==> config.mk <==
export PLATFORM = sky130hd
export DESIGN_NAME = ecg_haar_rx
export DESIGN_NICKNAME = d
export VERILOG_FILES = /design/src/rtl/ecg_haar_rx.sv
export SDC_FILE = /design/constraint.sdc
export NUM_CORES = 1
export LEC_CHECK = 0
export ABC_CLOCK_PERIOD_IN_PS = 6800
export CAP_MARGIN = 0
export CORE_UTILIZATION = 48
export DETAILED_ROUTE_END_ITERATION = 16
export PLACE_DENSITY_LB_ADDON = 0.25
export REMOVE_ABC_BUFFERS = 1
export SYNTH_ARGS = -nofsm -noshare
export SYNTH_HDL_FRONTEND = slang
export SYNTH_SLANG_ARGS = --single-unit
==> constraint.sdc <==
create_clock -name clk -period 6.8 [get_ports clk]
set_input_delay 1.36 -clock clk [delete_from_list [all_inputs] [get_ports clk]]
set_output_delay 1.36 -clock clk [all_outputs]
set_load 0.02 [all_outputs]
==> src/rtl/ecg_haar_rx.sv <==
// ecg_haar_rx: receives a stream of 32-bit unsigned ECG samples through a small
// FIFO. It pairs them as even/odd in arrival order and emits the level-1 Haar
// approximation (even+odd) and detail (even-odd) through a valid/ready port.
// Optional build macro ECG_RX_STATS_EN enables the pair_count statistics
// counter. When the macro is undefined, pair_count is tied to zero.
module ecg_haar_rx #(
    parameter int DEPTH = 8
) (
    input  logic        clk,
    input  logic        rst,
    input  logic [31:0] in_ecg,
    input  logic        in_valid,
    output logic        in_ready,
    output logic [32:0] out_approx,
    output logic [32:0] out_detail,
    output logic        out_valid,
    input  logic        out_ready,
    output logic [15:0] pair_count
);

    localparam int DATA_W = 32;
    localparam int AW     = (DEPTH > 1) ? $clog2(DEPTH) : 1;
    localparam logic [AW:0] DEPTH_C = DEPTH[AW:0];

    typedef enum logic {EVEN, ODD} state_t;

    // Approximation: zero-extended sum, one extra bit so it can never overflow.
    function automatic logic [DATA_W:0] haar_sum(input logic [DATA_W-1:0] a,
                                                 input logic [DATA_W-1:0] b);
        return {1'b0, a} + {1'b0, b};
    endfunction

    // Detail: zero-extended difference as 33-bit two's complement, no saturation.
    function automatic logic signed [DATA_W:0] haar_diff(input logic [DATA_W-1:0] a,
                                                         input logic [DATA_W-1:0] b);
        return $signed({1'b0, a}) - $signed({1'b0, b});
    endfunction

    logic [DATA_W-1:0]        mem [DEPTH];
    logic [AW-1:0]            wr_ptr;
    logic [AW-1:0]            rd_ptr;
    logic [AW:0]              count;
    logic                     fifo_empty;
    logic                     push;
    logic [DATA_W-1:0]        head;

    state_t                   state;
    state_t                   state_nxt;
    logic                     pop;
    logic                     load_even;
    logic                     load_out;
    logic                     slot_free;

    logic [DATA_W-1:0]        even_p0;
    logic [DATA_W:0]          approx_p1;
    logic signed [DATA_W:0]   detail_p1;
    logic                     vld_p1;

    // in_ready forced low during reset; a pop in the same cycle never frees a full slot
    assign fifo_empty = (count == '0);
    assign in_ready   = !rst && (count < DEPTH_C);
    assign push       = in_valid && in_ready;
    assign head       = mem[rd_ptr];
    assign slot_free  = !vld_p1 || out_ready;

    // FIFO pointers and occupancy; simultaneous push and pop leaves occupancy unchanged
    always_ff @(posedge clk) begin
        if (rst) begin
            wr_ptr <= '0;
            rd_ptr <= '0;
            count  <= '0;
        end else begin
            if (push) wr_ptr <= wr_ptr + 1'b1;
            if (pop)  rd_ptr <= rd_ptr + 1'b1;
            case ({push, pop})
                2'b10:   count <= count + 1'b1;
                2'b01:   count <= count - 1'b1;
                default: count <= count;
            endcase
        end
    end

    // FIFO storage; writes are already gated by in_ready, so no reset is needed
    always_ff @(posedge clk) begin
        if (push) mem[wr_ptr] <= in_ecg;
    end

    // Pairing FSM state register
    always_ff @(posedge clk) begin
        if (rst) state <= EVEN;
        else     state <= state_nxt;
    end

    // Pairing FSM next state: only pops when the FIFO holds data
    always_comb begin
        state_nxt = state;
        pop       = 1'b0;
        load_even = 1'b0;
        load_out  = 1'b0;
        case (state)
            EVEN: begin
                if (!fifo_empty) begin
                    pop       = 1'b1;
                    load_even = 1'b1;
                    state_nxt = ODD;
                end
            end
            ODD: begin
                if (!fifo_empty && slot_free) begin
                    pop       = 1'b1;
                    load_out  = 1'b1;
                    state_nxt = EVEN;
                end
            end
            default: state_nxt = EVEN;
        endcase
    end

    // ---- stage p0: held even sample ----
    // Even register captures the first sample of each pair
    always_ff @(posedge clk) begin
        if (rst)            even_p0 <= '0;
        else if (load_even) even_p0 <= head;
    end

    // ---- stage p1: output pair ----
    // Output data loads with each completed pair and is held while stalled
    always_ff @(posedge clk) begin
        if (rst) begin
            approx_p1 <= '0;
            detail_p1 <= '0;
        end else if (load_out) begin
            approx_p1 <= haar_sum(even_p0, head);
            detail_p1 <= haar_diff(even_p0, head);
        end
    end

    // Output valid: set on load, cleared on handshake unless a new pair loads
    always_ff @(posedge clk) begin
        if (rst)           vld_p1 <= 1'b0;
        else if (load_out) vld_p1 <= 1'b1;
        else if (out_ready) vld_p1 <= 1'b0;
    end

    assign out_approx = approx_p1;
    assign out_detail = detail_p1;
    assign out_valid  = vld_p1;

`ifdef ECG_RX_STATS_EN
    logic [15:0] pair_cnt;

    // Counts accepted output pairs, wrapping at 16 bits
    always_ff @(posedge clk) begin
        if (rst)                       pair_cnt <= '0;
        else if (vld_p1 && out_ready)  pair_cnt <= pair_cnt + 16'd1;
    end

    assign pair_count = pair_cnt;
`else
    assign pair_count = '0;
`endif

endmodule

==> impl_metrics.csv <==
group,metric,value,unit
route,ant_nets,0,
placed_design,pre_cts_ws,2.01,ns
sta,final.period_utilization,0.704,
logic_synthesis,netlist_instances,1365,
sta,setup_tns,0,ns
sta,fin_ws,2.01,ns
hold_path,hold_class,"flip-flop to flip-flop",
placed_design,dp_hpwl,25800,um
route,drtIter0Drc,837,
logic_synthesis,synth.ff_latch_count,368,
worst_setup_path,crit_required,7.22,ns
sta,finalSetupViolCount,0,
worst_setup_path,cp_slowest_cell,"dfxtp_2",
cells_and_area,layout.nets,1562,
global_route,grt_antenna_before_repair,3,
job,maxCapViolations,0,
clock_network,numCtsBuffers,39,
die,placementRows,69,
die,boundaryPins,120,
placed_design,port_buffers,103,
sta,period_minus_slack,4.79,ns
hold_path,min-delay-start,"out_approx[31]",
logic_synthesis,syn_avg_cell_area,12.7,um2
logic_synthesis,synthArstFlopShare,0,
die,die_h,192,um
clock_network,htreeDepth,2,
route,wl_per_cell,19.7,um
logic_synthesis,synth_edf_count,256,
worst_setup_path,path_cells,"buf_4 > buf_4 > mux4_2 > mux2i_1 > ha_1 > clkinv_1 > a21oi_1 > o31ai_1 > a21oi_1 > o311ai_0 > a41oi_1 > xnor2_1 > o21ai_1",
route,drt_wl_total,38400,um
cells_and_area,filler_cell_count,3002,
global_route,grt_pass1_wl,59600,um
logic_synthesis,yosysMostFrequentCell,"edfxtp_1",
worst_setup_path,r2r-end,"out_approx[31]",
logic_synthesis,synth.distinct_cells,80,
clock_network,cts_buffer_depth,3,
worst_setup_path,crit_path_end_kind,"flip-flop",
clock_network,cts_root_buffer,"clkbuf_16",
clock_network,cts.repair.resized,0,
cells_and_area,drive_gt1_frac,0.122,
logic_synthesis,mappedNetlistArea,0.0173,mm2
clock_network,clkTransAtPathRegs,0.06,ns
logic_synthesis,synthSimpleGateAreaFrac,0.0797,
power,power.leakage,6.88,nW
worst_setup_path,reg2regPathDepth,13,
die,core-area,0.0356,mm2
worst_setup_path,path_max_fanout,24,
hold_path,holdPathEnd,"out_approx[31]",
hold_path,whs_path_depth,2,
worst_setup_path,cp-start-kind,"flip-flop",
power,power_density,513,mW/mm2
sta,slew_headroom,0.400,
global_route,grt_max_degree,66,
outcome,outcome,"complete, no violations",
clock_network,postCtsHoldBufs,0,
logic_synthesis,synth-xor-area-share,0.0288,
worst_setup_path,crit_type,"flip-flop to flip-flop",
global_route,grt_pass1_vias,10600,
clock_network,cts.sinks,368,
logic_synthesis,netlist.area_leader.share,0.443,
route,drc,0,
route,drt-vias-per-instance,5.66,
sta,finalMaxSlewViolations,0,
logic_synthesis,synth-seq-area-share,0.573,
placed_design,gp_congestion,0.964,
global_route,grt_usage,0.211,
logic_synthesis,synthMuxAreaShare,0.103,
sta,hold_ws,0.443,ns
logic_synthesis,synth_commonest_cells,"edfxtp_1 (256), nor2_1 (116), dfxtp_1 (112)",
logic_synthesis,synth_top_cells_by_area,"edfxtp_1 (44%), dfxtp_1 (13%), mux4_2 (8.3%), ha_1 (5.1%), a21oi_1 (2.7%)",
route,vias,11000,
sta,max_freq,209,MHz
cells_and_area,syn2layout_area_growth,15.0,%
worst_setup_path,worstPathArrival,5.20,ns
clock_network,cts_tree,"done",
die,start_util,0.488,
clock_network,cts_setup_buffers,0,
route,first_pass_iters,5,
logic_synthesis,ys.flop_type,"edfxtp_1",
logic_synthesis,yosys_warnings,0,
worst_setup_path,reg2reg_slack,2.01,ns
die,dieArea,0.0369,mm2
sta,finalHoldViolCount,0,
logic_synthesis,synthAdderAreaFrac,0.0540,
sta,finClkSkew,0.0146,ns
sta,rsz0062_at_grt,"false",
logic_synthesis,synth_compound_area_frac,0.120,
worst_setup_path,slowest_delay,0.63,ns
power,ir_drop,0.245,mV
logic_synthesis,yosys.area.top_type,"edfxtp_1",
global_route,gr-total-overflow,0,
clock_network,clock_latency,0.53,ns
sta,worst_pin_slew,0.900,ns
die,die-width,192,um
logic_synthesis,synth_top_family_by_area,"compound AO/OA/AOI/OAI gates",
per-layer routing:
metal	vias to the layer above	share of wire	global-route usage
met1	5360	0.47	0.297
li1	5264	-	-
met3	57	0.048	0.0354
met2	305	0.46	0.335
met4	4	0.021	0.0618
met5	-	0.00060	0
how the worst max path moves through the flow:
| stage | startpoint | end | slack [ns] | cells past startpoint |
|---|---|---|---|---|
| 6_report | flip-flop | out_approx[31] | 2.01 | 13 |
| 5_1_grt | flip-flop | out_detail[27] | 1.74 | 12 |
| 4_1_cts | flip-flop | out_approx[31] | 1.99 | 12 |
| 3_5_place_dp | flip-flop | out_approx[31] | 2.01 | 12 |
| 3_3_place_gp | flip-flop | out_approx[31] | 1.95 | 12 |
| 2_1_floorplan | flip-flop | out_detail[32] | 0.94 | 12 |
worst max-delay path, delay by kind of cell, from the launching register on:
kind / cells / cell delay (ns)
xor gates and xnor gates: 1 / 0.18
buffers and inverters: 3 / 1.25
DFF: 1 / 0.63
muxes: 2 / 0.79
AOI/OAI and AO/OA: 6 / 1.24
adders and majority gates: 1 / 0.52
metrics by stage:
step | power, mW | cells | instance area (um2) | utilization
2_1_floorplan | 6.75 | 1290 | 16900 | -
3_3_place_gp | 8.19 | 1873 | 18700 | 0.526
3_5_place_dp | 8.22 | 1873 | 18700 | 0.526
4_1_cts | 10.3 | 1942 | 19900 | 0.561
5_1_grt | 10.9 | 1943 | 19900 | 0.561
6_report | 10.2 | 1943 | 19900 | 0.561
cell type report:
type | instances | area [um2] | area share
flip-flops and latches | 368 | 9940 | 0.498
multi-input cells | 853 | 6780 | 0.340
repair buffers | 122 | 1170 | 0.0587
clock buffers | 47 | 1030 | 0.0515
well taps | 461 | 577 | 0.0289
inverters | 69 | 259 | 0.0130
clock inverters | 22 | 184 | 0.00922
diodes | 1 | 2.50 | 0.000126
power by group:
group / internal [mW] / total, mW / switching (mW) / leakage [nW]
logic: 2.07 / 5.22 / 3.15 / 3.06
clock network: 1.16 / 2.01 / 0.855 / 0.593
registers: 2.72 / 3.00 / 0.283 / 3.23
total: 5.95 / 10.2 / 4.29 / 6.88
cells in the final DEF (no fill, tap or decap), drive strengths merged, types with 9 or more instances in the layout:
| cell type | count |
|---|---|
| edfxtp | 256 |
| nor2 | 117 |
| dfxtp | 112 |
| clkdlybuf4s50 | 102 |
| a21oi | 94 |
| nand2 | 85 |
| ha | 70 |
| inv | 70 |
| mux4 | 64 |
| a211oi | 61 |
| xnor2 | 48 |
| clkbuf | 47 |
| o21ai | 47 |
| mux2i | 34 |
| nor3 | 24 |
| buf | 20 |
| o31ai | 17 |
| conb | 16 |
| clkinv | 16 |
| nand3 | 14 |
| o21bai | 13 |
| nor4 | 13 |
| a21o | 13 |
| nand2b | 12 |
| a31oi | 11 |
| o211ai | 10 |
| xor2 | 9 |
| nand4 | 9 |
| nor2b | 9 |
flip-flops by register name (all words and copies together) (netlist names), named ones only:
register,cells
mem,256
out_approx,32
out_valid,1
state,1
out_detail,33
even_p0,32
rd_ptr,3
wr_ptr,3
count,4
cell families (layout without fill, tap and decap cells):
logic type,count (synthesis),count (layout)
other,1,17
adders and majority gates,73,73
xor gates and xnor gates,57,57
and+or+nand+nor,304,304
muxes,99,99
buffers and inverters,159,260
DFF,368,368
AOI/OAI and AO/OA,304,304
No activity file was read; power rests on OpenSTA's default activity.
